$ cat config.mk
export PLATFORM = sky130hd
export DESIGN_NAME = replica_xchg_ctl
export DESIGN_NICKNAME = d
export VERILOG_FILES = /design/src/rtl/replica_xchg_ctl.sv
export SDC_FILE = /design/constraint.sdc
export NUM_CORES = 1
export LEC_CHECK = 0
export CORE_MARGIN = 8
export CORE_UTILIZATION = 41
export CTS_CLUSTER_SIZE = 16
export DETAILED_ROUTE_END_ITERATION = 7
export PLACE_DENSITY = 0.85
export SYNTH_ARGS = -nofsm -noshare
export SYNTH_HDL_FRONTEND = slang
export SYNTH_SLANG_ARGS = --single-unit
export TNS_END_PERCENT = 20
$ cat constraint.sdc
create_clock -name clk -period 2.6 [get_ports clk]
set_input_delay 0.52 -clock clk [delete_from_list [all_inputs] [get_ports clk]]
set_output_delay 0.52 -clock clk [all_outputs]
set_load 0.02 [all_outputs]
$ cat src/rtl/replica_xchg_ctl.sv
// Per-replica exchange controller for the parallel-tempering salesman array.
// Latches the replica's pairing role at xchg_start, waits for the deciding
// Metropolis result (own result when lower partner, neighbour's result when
// upper partner), then holds the exchange command for max(hold_len,1) cycles.
// Optional accept/try statistics are built only when REPLICA_XCHG_STAT_EN is
// defined; otherwise acc_cnt/try_cnt read 0 and cnt_clr is ignored.
//
// Exchange command encoding (exchange_ex / exchange_mtr):
//   2'd0 NOP | 2'd1 SELF | 2'd2 PREV | 2'd3 FOLW
//
// state | meaning
// ------+-----------------------------------------------------------
// IDLE  | no round in progress, command NOP
// WAIT  | role latched, waiting for the deciding valid
// APPLY | command held, hold down-counter running to terminal count 0

module replica_xchg_ctl #(
   parameter int ID          = 0,
   parameter int REPLICA_NUM = 32,
   parameter int HOLD_W      = 4,
   parameter int CNT_W       = 16
) (
   input  logic              clk,
   input  logic              reset,
   input  logic              xchg_start,
   input  logic              xchg_phase,
   input  logic              xchg_abort,
   input  logic [HOLD_W-1:0] hold_len,
   input  logic              exchange_shift_d,
   input  logic              test_valid,
   input  logic              test_accept,
   input  logic              prev_valid,
   input  logic              prev_accept,
   output logic              out_valid,
   output logic              out_accept,
   output logic [1:0]        exchange_ex,
   output logic [1:0]        exchange_mtr,
   output logic              busy,
   input  logic              cnt_clr,
   output logic [CNT_W-1:0]  acc_cnt,
   output logic [CNT_W-1:0]  try_cnt
);

   localparam logic [1:0] XC_NOP  = 2'd0;
   localparam logic [1:0] XC_SELF = 2'd1;
   localparam logic [1:0] XC_PREV = 2'd2;
   localparam logic [1:0] XC_FOLW = 2'd3;

   // (ID-1)%2 has the same parity as (ID+1)%2 whenever ID>0
   localparam logic LOWER_OK  = (ID + 1 < REPLICA_NUM);
   localparam logic UPPER_OK  = (ID > 0);
   localparam logic LOWER_PAR = ((ID % 2) == 1);
   localparam logic UPPER_PAR = (((ID + 1) % 2) == 1);

   typedef enum logic [1:0] {S_IDLE, S_WAIT, S_APPLY} state_t;
   typedef enum logic [1:0] {R_NONE, R_LOWER, R_UPPER} role_t;

   state_t            state;
   role_t             role;
   role_t             role_start;
   logic [1:0]        exchange_l;
   logic [HOLD_W-1:0] hold_cnt;
   logic [HOLD_W-1:0] hold_load;
   logic              wait_hit;
   logic              wait_acc;

   // role this replica takes if a round starts now
   always_comb begin
      role_start = R_NONE;
      if (LOWER_OK && (xchg_phase == LOWER_PAR))
         role_start = R_LOWER;
      else if (UPPER_OK && (xchg_phase == UPPER_PAR))
         role_start = R_UPPER;
   end

   assign hold_load = (hold_len == '0) ? '0 : hold_len - HOLD_W'(1);
   assign wait_hit  = (state == S_WAIT) &&
                      (((role == R_LOWER) && test_valid) ||
                       ((role == R_UPPER) && prev_valid));
   assign wait_acc  = (role == R_LOWER) ? test_accept : prev_accept;

   // round sequencing, command register and decision handoff to ID+1
   always_ff @(posedge clk or posedge reset) begin
      if (reset) begin
         state      <= S_IDLE;
         role       <= R_NONE;
         exchange_l <= XC_NOP;
         hold_cnt   <= '0;
         out_valid  <= 1'b0;
         out_accept <= 1'b0;
      end else begin
         out_valid <= 1'b0;
         if (xchg_abort) begin
            state      <= S_IDLE;
            exchange_l <= XC_NOP;
            hold_cnt   <= '0;
         end else begin
            case (state)
               S_IDLE: begin
                  exchange_l <= XC_NOP;
                  if (xchg_start) begin
                     role <= role_start;
                     if (role_start == R_NONE) begin
                        state      <= S_APPLY;
                        exchange_l <= XC_SELF;
                        hold_cnt   <= hold_load;
                     end else begin
                        state <= S_WAIT;
                     end
                  end
               end
               S_WAIT: begin
                  if (wait_hit) begin
                     state    <= S_APPLY;
                     hold_cnt <= hold_load;
                     if (role == R_LOWER) begin
                        exchange_l <= wait_acc ? XC_FOLW : XC_SELF;
                        out_valid  <= 1'b1;
                        out_accept <= test_accept;
                     end else begin
                        exchange_l <= wait_acc ? XC_PREV : XC_SELF;
                     end
                  end
               end
               S_APPLY: begin
                  if (hold_cnt == '0) begin
                     state      <= S_IDLE;
                     exchange_l <= XC_NOP;
                  end else begin
                     hold_cnt <= hold_cnt - HOLD_W'(1);
                  end
               end
               default: begin
                  state      <= S_IDLE;
                  exchange_l <= XC_NOP;
               end
            endcase
         end
      end
   end

   assign exchange_ex  = exchange_shift_d ? XC_PREV : exchange_l;
   assign exchange_mtr = exchange_l;
   assign busy         = (state != S_IDLE);

`ifdef REPLICA_XCHG_STAT_EN
   logic [CNT_W-1:0] acc_q;
   logic [CNT_W-1:0] try_q;
   logic             rec_hit;

   // an aborted decision is never recorded
   assign rec_hit = wait_hit && !xchg_abort;

   // saturating try/accept statistics, clear wins over increment
   always_ff @(posedge clk or posedge reset) begin
      if (reset) begin
         acc_q <= '0;
         try_q <= '0;
      end else if (cnt_clr) begin
         acc_q <= '0;
         try_q <= '0;
      end else if (rec_hit) begin
         if (try_q != '1)
            try_q <= try_q + CNT_W'(1);
         if (wait_acc && (acc_q != '1))
            acc_q <= acc_q + CNT_W'(1);
      end
   end

   assign acc_cnt = acc_q;
   assign try_cnt = try_q;
`else
   logic unused_cnt_clr;

   assign unused_cnt_clr = cnt_clr;
   assign acc_cnt        = '0;
   assign try_cnt        = '0;
`endif

endmodule

==> reports/metrics.csv <==
stage;metric;value;unit
outcome;outcome;completed;
yosys;Seq/Total Area, Yosys;28.2;%
power;static leakage;0.523;nW
cts;CTS Buf Count;3;
place;GP Congestion;0.775;
floorplan;Die ar.;4190;sq um
yosys;cells after synthesis;110;
cts;Setup Fix Bufs, Post-CTS;0;
timing;Pins Over Slew Limit;0;
floorplan;Die X;64.8;um
floorplan;Initial Utilization;43.6;%
critical_path;Worst setup EP type;primary output;
place;Placed Cells incl. Taps;154;
global_routing;vias in the first global route;747;
global_routing;Remaining Overflow, GRT;0;
cts;Resized Gates After CTS;0;
route;1st-iter DRT viols;49;
critical_path;Worst setup SP type;input port;
flow_run;max cap viols;0;
finish;Design Area, Final;1080;sq um
floorplan;CORE AREA;2230;sq um
timing;Final Skew;0.00458;ns
yosys;register bit total from synthesis;11;
timing;Period Utilization, post-route;86.8;%
timing;Tmin final;2.26;ns
cts;Root Driver;clkbuf_4;
floorplan;num rows;17;
finish;Layout Utilization;48.5;%
route;Post-DRT Antenna Nets;0;
finish;fin nets;150;
critical_path;r2r setup slk;0.97;ns
floorplan;Die Span Y;64.8;um
critical_path;cell repeated most along the worst path;clkdlybuf4s50_1;
route;Avg Vias per Cell;4.41;
finish;P&R area growth vs syn;11.0;%
cts;H-Tree Level Count;1;
yosys;Cell variety after synth;36;
timing;final setup fails;0;
floorplan;boundary pin count;54;
cts;CTS Hold Buffers Added;0;
critical_path;crit-path cells;clkdlybuf4s50_1, or2_2, clkdlybuf4s50_1;
global_routing;first-pass GRT wire length;3330;um
yosys;syn avg cell area;8.86;sq um
cts;clk slew on worst S/H paths;0.08;ns
critical_path;CP arrival;1.74;ns
finish;area of the multi-input gates;531;sq um
yosys;synthesized cell area;975;sq um
place;Post-DP Area;1050;sq um
finish;layout cells sized above 1;9.23;%
finish;fillcell total;226;
power;PwrDens;506;nW/um^2
critical_path;slowest stage cell, crit path;clkdlybuf4s50_1;
yosys;ys async rst share;100;%
route;Pre-antenna DRT Iters;4;
critical_path;Crit Path Class;in2out;
route;DR vias;696;
route;# DRC;0;
cts;worst-case clock buffer depth;2;
critical_path;worst-path fanout max;2;
route;drt total wl;2060;um
critical_path;delay-heaviest family, CP;buffers and inverters;
critical_path;slowest stage delay, CP;0.54;ns
timing;Hold Worst Slack;0.510;ns
finish;antenna cell count;0;
finish;Final Non-Filler Cells;158;
timing;unrepaired setup endpoints after global routing;false;
timing;Hold Vio Cnt, Final;0;
timing;setup TNS;0;ns
place;Post-DP HPWL;1730;um
place;PortBufs;18;
cts;TritonCTS Sinks;11;
min_path;worst min-delay path category;reg2reg;
cts;CTS tree;yes;
timing;Achievable Freq;443;MHz
global_routing;All-Layer GR Usage;9.62;%
cts;worst skew pair latency;0.27;ns
route;wire per inst;13.0;um
global_routing;initial antenna violation count;0;
finish;Storage cell area;275;sq um
critical_path;Worst Path Buf+Inv;2;
yosys;number of synthesized flops with an enable pin;0;
critical_path;Req. time, crit path;2.08;ns
power;maximum vdd ir drop;0.000219;V
global_routing;largest net degree at the start of global routing;12;
yosys;YS warnings;0;
yosys;ys flop type;dfrtp_1;
sequential cells by signal, indices dropped and copies added, names as in the netlist:
register	cells
out_accept	1
exchange_mtr	2
role	1
out_valid	1
hold_cnt	4
state	2
worst paths after layout:
check / depth (start not counted) / end / startpoint
min in group asynchronous: 2 / exchange_mtr[1] / reset
max reg2reg: 6 / hold_cnt[3] / hold_cnt[0]
min: 1 / out_accept / out_accept
max: 3 / exchange_ex[1] / exchange_shift_d
max in group asynchronous: 2 / hold_cnt[2] / reset
min reg2reg: 1 / out_accept / out_accept
cell usage after synthesis, drive strengths merged (2+ instances only):
cell type	n	area [sq um]
buf	33	251
dfrtp	11	275
inv	9	33.8
o21ai	8	40.0
nor2	5	21.3
nor3	5	25.0
ha	4	50.1
nand2	4	15.0
a21oi	3	15.0
a211oi	2	15.0
a31o	2	17.5
and2b	2	15.0
nand2b	2	20.0
nor3b	2	20.0
or2	2	12.5
metrics by stage:
stage               power [mW]  setup slack, ns
floorplan                0.397             1.13
global placement         0.418            0.337
detailed placement       0.427            0.344
CTS                      0.548            0.339
global route             0.584            0.288
finish                   0.548            0.343
routing by layer:
metal	global-route usage, %	part of all wire [%]	wire [um]	up-vias
met4	2.45	0	0	0
met1	8.86	38	773	321
met3	3.26	7.2	148	0
met2	19.4	55	1140	25
met5	0	0	0	-
li1	-	-	-	350
kinds of logic (layout without fill, tap and decap cells):
logic type	Yosys count	in the layout	synth area share, %
buffers and inverters	42	31	29.3
and+or+nand+nor	28	28	18.2
AOI/OAI and AO/OA	22	22	16.6
DFF	11	11	28.2
adders and majority gates	4	4	5.13
muxes	2	2	2.18
other	1	32	0.385
power breakdown:
part           switching [mW]  internal, mW  leakage [nW]  total [mW]
Sequential             0.0193         0.192         0.146       0.211
Clock                  0.0646        0.0569        0.0177       0.122
Combinational           0.130        0.0846         0.359       0.215
cell usage in the layout (no fill, tap or decap), types with 2 or more instances in the layout:
cell / instances
conb_1: 32
clkdlybuf4s50_1: 18
dfrtp_1: 11
inv_1: 9
o21ai_0: 6
nor3_1: 5
nand2_1: 4
nor2_1: 4
ha_1: 4
a21oi_1: 3
clkbuf_4: 3
o21ai_1: 2
and2b_1: 2
a31o_1: 2
or2_2: 2
a211oi_1: 2
cell type report:
type | instances | area share [%]
Inverter | 9 | 3.12
Multi-Input combinational cell | 88 | 49.0
Tap cell | 28 | 3.24
Clock buffer | 3 | 2.08
Timing Repair Buffer | 18 | 16.6
Clock inverter | 1 | 0.462
Sequential cell | 11 | 25.4
Power figures use the tool's default switching activity.
